`config.mk`:
```
export PLATFORM = sky130hd
export DESIGN_NAME = serial_subtractor_4bit
export DESIGN_NICKNAME = d
export VERILOG_FILES = /design/src/rtl/serial_subtractor_4bit_pkg.sv /design/src/rtl/serial_subtractor_4bit_sub.sv /design/src/rtl/serial_subtractor_4bit.sv
export SDC_FILE = /design/constraint.sdc
export NUM_CORES = 1
export LEC_CHECK = 0
export BUFFER_PORTS_ARGS = -buffer_cell sky130_fd_sc_hd__buf_2
export CORE_UTILIZATION = 45
export CTS_BUF_LIST = sky130_fd_sc_hd__clkbuf_8
export DETAILED_ROUTE_END_ITERATION = 10
export PLACE_DENSITY_LB_ADDON = 0.2
export SLEW_MARGIN = 15
export SYNTH_ARGS = -nofsm -noshare
export SYNTH_HDL_FRONTEND = slang
export SYNTH_SLANG_ARGS = --single-unit
```
`constraint.sdc`:
```
create_clock -name clk -period 2.8 [get_ports clk]
set_input_delay 0.42 -clock clk [delete_from_list [all_inputs] [get_ports clk]]
set_output_delay 0.42 -clock clk [all_outputs]
set_load 0.01 [all_outputs]
```
`src/rtl/serial_subtractor_4bit_pkg.sv`:
```
// Shared definitions for the bit-serial subtractor: FSM state encoding,
// default operand width and bit-counter sizing.
package serial_subtractor_4bit_pkg;

    typedef enum logic [1:0] {
        IDLE  = 2'd0,
        SHIFT = 2'd1,
        DONE  = 2'd2
    } state_t;

    localparam int DEFAULT_WIDTH = 4;
    localparam int CNT_W         = $clog2(DEFAULT_WIDTH);

    // Counter width for an arbitrary operand width; never narrower than 1 bit.
    function automatic int cnt_width(input int w);
        return (w > 1) ? $clog2(w) : 1;
    endfunction

endpackage

```
`src/rtl/serial_subtractor_4bit_sub.sv`:
```
// full_subtractor_1bit: combinational 1-bit full subtractor, the mirror of
// the adder's 1-bit cell. Computes a - b - borrow_in.
module full_subtractor_1bit (
    input  logic a,
    input  logic b,
    input  logic borrow_in,
    output logic diff,
    output logic borrow_out
);

    // Difference bit and borrow generation for one bit position.
    always_comb begin
        diff       = a ^ b ^ borrow_in;
        borrow_out = (~a & b) | (~(a ^ b) & borrow_in);
    end

endmodule

```
`src/rtl/serial_subtractor_4bit.sv`:
```
// serial_subtractor_4bit: bit-serial diff = A - B - borrow_in, one bit per
// clock, LSB first, through a single full-subtractor cell and a borrow flop.
//
// Handshake: start is sampled only in IDLE; on acceptance A, B and borrow_in
// are captured and may change afterwards. busy is high for the WIDTH shift
// cycles, then done pulses for one cycle with diff/borrow_out valid. diff and
// borrow_out hold until the next result is written. start in SHIFT or DONE is
// dropped, not queued.
//
// Optional feature: define SUB_SIGNED_OVF_EN to add the signed overflow
// output and the captured operand-MSB flops it needs.
module serial_subtractor_4bit
    import serial_subtractor_4bit_pkg::*;
#(
    parameter int WIDTH = DEFAULT_WIDTH
) (
    input  logic             clk,
    input  logic             reset_n,
    input  logic             start,
    input  logic [WIDTH-1:0] A,
    input  logic [WIDTH-1:0] B,
    input  logic             borrow_in,
    output logic             busy,
    output logic             done,
    output logic [WIDTH-1:0] diff,
    output logic             borrow_out
`ifdef SUB_SIGNED_OVF_EN
    ,
    output logic             overflow
`endif
);

    localparam int CW = cnt_width(WIDTH);

    state_t state;
    state_t state_next;

    logic [WIDTH-1:0] shift_a;
    logic [WIDTH-1:0] shift_b;
    logic [WIDTH-2:0] res_sr;   // lower result bits collected so far
    logic             brw;
    logic [CW-1:0]    bit_cnt;
    logic             last_bit;
    logic             fs_diff;
    logic             fs_bout;
`ifdef SUB_SIGNED_OVF_EN
    logic             a_msb;
    logic             b_msb;
`endif

    assign last_bit = (bit_cnt == CW'(WIDTH - 1));

    full_subtractor_1bit u_fs (
        .a          (shift_a[0]),
        .b          (shift_b[0]),
        .borrow_in  (brw),
        .diff       (fs_diff),
        .borrow_out (fs_bout)
    );

    // State register.
    always_ff @(posedge clk) begin
        if (!reset_n) state <= IDLE;
        else          state <= state_next;
    end

    // Next-state logic: IDLE -> SHIFT on start, SHIFT -> DONE after the last bit.
    always_comb begin
        state_next = state;
        case (state)
            IDLE:    if (start)    state_next = SHIFT;
            SHIFT:   if (last_bit) state_next = DONE;
            DONE:                  state_next = IDLE;
            default:               state_next = IDLE;
        endcase
    end

    // Status outputs decoded from state; busy and done are mutually exclusive.
    always_comb begin
        busy = (state == SHIFT);
        done = (state == DONE);
    end

    // Operand capture, serial shifting and result/borrow registers.
    always_ff @(posedge clk) begin
        if (!reset_n) begin
            shift_a    <= '0;
            shift_b    <= '0;
            res_sr     <= '0;
            brw        <= 1'b0;
            bit_cnt    <= '0;
            diff       <= '0;
            borrow_out <= 1'b0;
`ifdef SUB_SIGNED_OVF_EN
            a_msb      <= 1'b0;
            b_msb      <= 1'b0;
            overflow   <= 1'b0;
`endif
        end else begin
            case (state)
                IDLE: begin
                    if (start) begin
                        shift_a <= A;
                        shift_b <= B;
                        brw     <= borrow_in;
                        bit_cnt <= '0;
`ifdef SUB_SIGNED_OVF_EN
                        a_msb   <= A[WIDTH-1];
                        b_msb   <= B[WIDTH-1];
`endif
                    end
                end
                SHIFT: begin
                    shift_a <= {1'b0, shift_a[WIDTH-1:1]};
                    shift_b <= {1'b0, shift_b[WIDTH-1:1]};
                    res_sr  <= {fs_diff, res_sr[WIDTH-2:1]};
                    brw     <= fs_bout;
                    bit_cnt <= bit_cnt + 1'b1;
                    if (last_bit) begin
                        diff       <= {fs_diff, res_sr};
                        borrow_out <= fs_bout;
`ifdef SUB_SIGNED_OVF_EN
                        overflow   <= (a_msb != b_msb) && (fs_diff != a_msb);
`endif
                    end
                end
                default: ;
            endcase
        end
    end

endmodule

```
Yosys cells after proc, flatten, opt, wreduce, memory -nomap -nowiden --
Cells that the tools add are included.
Storage, ports and cells: input port bits 12, output and inout port bits 7, logic and storage cells 37, bits in registers 21
Operators by class: $add $sub $neg 1, eq/ne operators 5, bitwise logic cells 7, reductions and logical operators 5, multiplexer cells 11
Operators with widths (count):
- one-hot mux 4 bit (2 select lines) | 2
- 2-to-1 mux 4 bit | 2
- one-hot mux 2 bit (2 select lines) | 2
- 2-to-1 mux 2 bit | 3
- AND reduction 2 bit | 3
- equality test 2 bit (second input constant) | 2
- adder 2 x 1 -> 2 bit (second input constant) | 1
- AND 1 bit | 2
- equality test 2 x 1 -> 1 bit (second input constant) | 1
- logical NOT 2 bit | 1
- inequality test 2 x 1 -> 1 bit (second input constant) | 1
- inequality test 2 bit (second input constant) | 1
- inverter 1 bit | 2
- one-hot mux 1 bit (2 select lines) | 1
- nonzero test 2 bit | 1
- bitwise XOR 1 bit | 2
- 2-to-1 mux 1 bit | 1
- bitwise OR 1 bit | 1

Logic depth before layout (Yosys ltp) --
word-level depth 5, depth in mapped cells 5, mapped depth without buffers 5

Hierarchy --
Synthesis repeated with hierarchy kept, for this count alone.
Second synthesis, totals: cells, all modules 97, area total of the unflattened synthesis 890.9 um^2
By module, submodules not included:
- serial_subtractor_4bit | sequential area each 420.4 um^2, area an instance 859.6 um^2, cells each 93, instances 1
- full_subtractor_1bit | sequential area each 0.0 um^2, area an instance 31.3 um^2, cells each 4, instances 1

Worst setup path before layout --
No wires, ideal clock.
kind reg-to-output, start register state[1], end output done, data required time 2380 ps, cell stages (with the launch flop) 3, arrival 848 ps, path buffers 1, slack 1532 ps, path through dfxtp_1 > clkbuf_1 > nor2b_1
On the way: longest elaborated chain between the ends 1
RTL lines:
- from (decl) | line serial_subtractor_4bit.sv:35 | state_t state;
- from (signal assigned) | line serial_subtractor_4bit.sv:64 | else state <= state_next;
- equality test 2 bit | line serial_subtractor_4bit.sv:81 | done = (state == DONE);
- to (decl) | line serial_subtractor_4bit.sv:24 | output logic done,
No other way between the ends.

Worst setup path after layout --
start register state[1], end output busy
On the way: longest elaborated chain between the ends 1
RTL lines:
- equality test 2 x 1 -> 1 bit | line serial_subtractor_4bit.sv:80 | busy = (state == SHIFT);
- to (decl) | line serial_subtractor_4bit.sv:23 | output logic busy,
No other way between the ends.

==> out/metrics.cfg <==
[pwr]
powerDensity_nw_per_um2 = 553
vdd_drop_max_mv = 0.349
leakage_nw = 0.447

[status]
status = complete, no violations

[finish]
layout-drive-gt1-share_pct = 21.4
multi_input_area_sq_um = 425
final_cell_count_no_fill = 137
ff_latch_area_sq_um = 420
fin_nets = 127
antenna_cells = 0
fillers = 176
area_delta_synth_final_pct = 16.2

[drt]
drt_drc_violations_left = 0
wirelength_met1_um = 763
vias = 721
drt-total-wl_mm = 1.57
route.met3.wl_um = 62
final_antenna_net_count = 0
drt_iter0_markers = 8
via_per_inst = 5.26
wl_per_cell_um = 11.5
dr.max_layer_used = met3
dr_wl_met2_um = 746
firstDrtPassIters = 3

[synth]
synthArstFlopShare_pct = 0
synth_top_area_cell = dfxtp_1
syn_inst = 96
post-synth-top-count-cell = dfxtp_1
ys_warn_count = 0
synth_ff_type = dfxtp_1
yosys.area_share.simple_pct = 16.6
synth_top_area_share_pct = 47.4
synth_edf_count = 0
ys_types = 21
netlist_area_sq_um = 887
synth_area_leaders = dfxtp_1 (47%), mux2i_1 (11%), o21ai_0 (7.3%)
synthXorXnorAreaFrac_pct = 0
synthMuxAreaShare_pct = 11.3
synth_common_cells = dfxtp_1 (21), o21ai_0 (13), nand2_1 (12)
syn-num-nets = 110
synth_compound_area_share_pct = 16.4
ys_ff_latch = 21
synth_top_family_by_area = simple AND/OR/NAND/NOR gates
synth_fa_ha_area_share_pct = 3.67
syn_area_per_cell_sq_um = 9.24
ys_seq_area_share_pct = 47.4

[clock_tree]
post_cts_resized = 0
clkLatencyLatePin_ns = 0.25
numCtsBuffers = 3
cts_hold_buf = 0
cts_setup_buffers = 0
clkTransAtPathRegs_ns = 0.07
cts_num_sinks = 21
cts_root_buffer = clkbuf_8
htreeDepth = 1
cts_tree = yes
cts_buffer_depth = 2

[floorplan]
fp-row-count = 15
coreArea_sq_um = 1780
die_h_um = 46.4
ioPinCount = 19
die_w_um = 46.4
dieArea_sq_um = 2150
start_util_pct = 49.8

[worst_setup_path]
critPathLaunchType = flop
cp.arrival_ns = 1.39
crit_path_top_delay_cell = nor2b_1
path_class = flop to output port
r2r_cells = 4
cpPeakStageDelay_ns = 0.47
critPathCaptureType = output port
path_cells = nor2b_1 -> buf_2
cp_max_fo = 13
cp.required_ns = 2.38

[global_route]
grt_max_degree = 30
globalRoute.totalOverflow = 0
grt_pass1_wl_mm = 2.66
antenna_found_initial = 0
grt_pass1_vias = 626
grt.total_usage_pct = 17.4

[place]
place.gp.congestion = 0.686
io_buffer_count = 18
hpwl_mm = 1.15
dp.cells = 133

[sta]
rsz0062_at_grt = no
hold_viol = 0
fmax_ghz = 0.552
tns_ns = 0
setup_viol = 0
period_share_pct = 64.7
slew_violations = 0
worst_pin_slew_ns = 0.516
max-slew-margin-rel_pct = 65.5
fin_worst_skew_ns = 0.000979
period_needed_ns = 1.81
holdWs_ns = 0.424

[flow_run]
max_cap_viol_count = 0

[hold_path]
holdPathStages = 3
hp-class = input pin to flop

-- layer usage --
metal,track usage [%],vias to the layer above
li1,-,366
met5,0,-
met4,3.53,0
met1,20.9,343
met3,5.88,0
met2,29.7,12
-- worst paths after layout --
| path | startpoint | endpoint | slack (ns) |
|---|---|---|---|
| worst max-delay path | state[1] | busy | 0.99 |
| worst min-delay path | A[3] | shift_a[3] | 0.42 |
| worst max register to register | state[0] | shift_a[2] | 1.46 |
| worst min register to register | diff[0] | diff[0] | 0.46 |
-- registers in the layout (all words and copies together) (netlist names) --
| signal | flops |
|---|---|
| res_sr | 3 |
| borrow_out | 1 |
| diff | 4 |
| brw | 1 |
| bit_cnt | 2 |
| shift_a | 4 |
| state | 2 |
| shift_b | 4 |
-- placed cells by master (no fill, tap or decap), types with 2 or more instances in the layout --
| cell type | instances |
|---|---|
| nor2b_1 | 5 |
| o22ai_1 | 2 |
| clkbuf_8 | 3 |
| inv_1 | 4 |
| dfxtp_1 | 21 |
| nand2_1 | 12 |
| nand3_1 | 5 |
| nor2_1 | 2 |
| mux2i_1 | 10 |
| buf_2 | 18 |
| o21ai_0 | 13 |
| o211ai_1 | 7 |
-- cell families after synthesis --
family / count (synthesis)
buffers and inverters: 10
muxes: 10
and+or+nand+nor: 29
DFF: 21
adders and majority gates: 2
AOI/OAI and AO/OA: 24
-- through the flow --
step	worst slack, ns	instance area, sq um	power [mW]	utilization (%)
6_report	0.990	1030	0.570	57.8
5_1_grt	0.896	1030	0.598	57.8
4_1_cts	0.966	1030	0.578	57.8
3_5_place_dp	1.25	986	0.392	55.3
3_3_place_gp	1.30	986	0.389	55.3
2_1_floorplan	1.53	887	0.371	-
-- cell type report --
type	count	area share (%)
multi-input cells	65	41.3
flip-flops and latches	21	40.8
repair buffers	19	9.47
clock buffers	3	4.00
well taps	25	3.03
inverters	3	1.09
clock inverters	1	0.364
-- worst max-delay path: cells and delay by family, from the launching register on --
family | cells | cell delay (ns)
AND/OR/NAND/NOR | 1 | 0.47
flip-flops | 1 | 0.43
buffers and inverters | 1 | 0.23
-- power by group --
group          switching [mW]  internal [mW]
Sequential            0.00844          0.313
Clock                  0.0884         0.0974
Combinational          0.0345         0.0289
No activity file was read; power rests on OpenSTA's default activity.
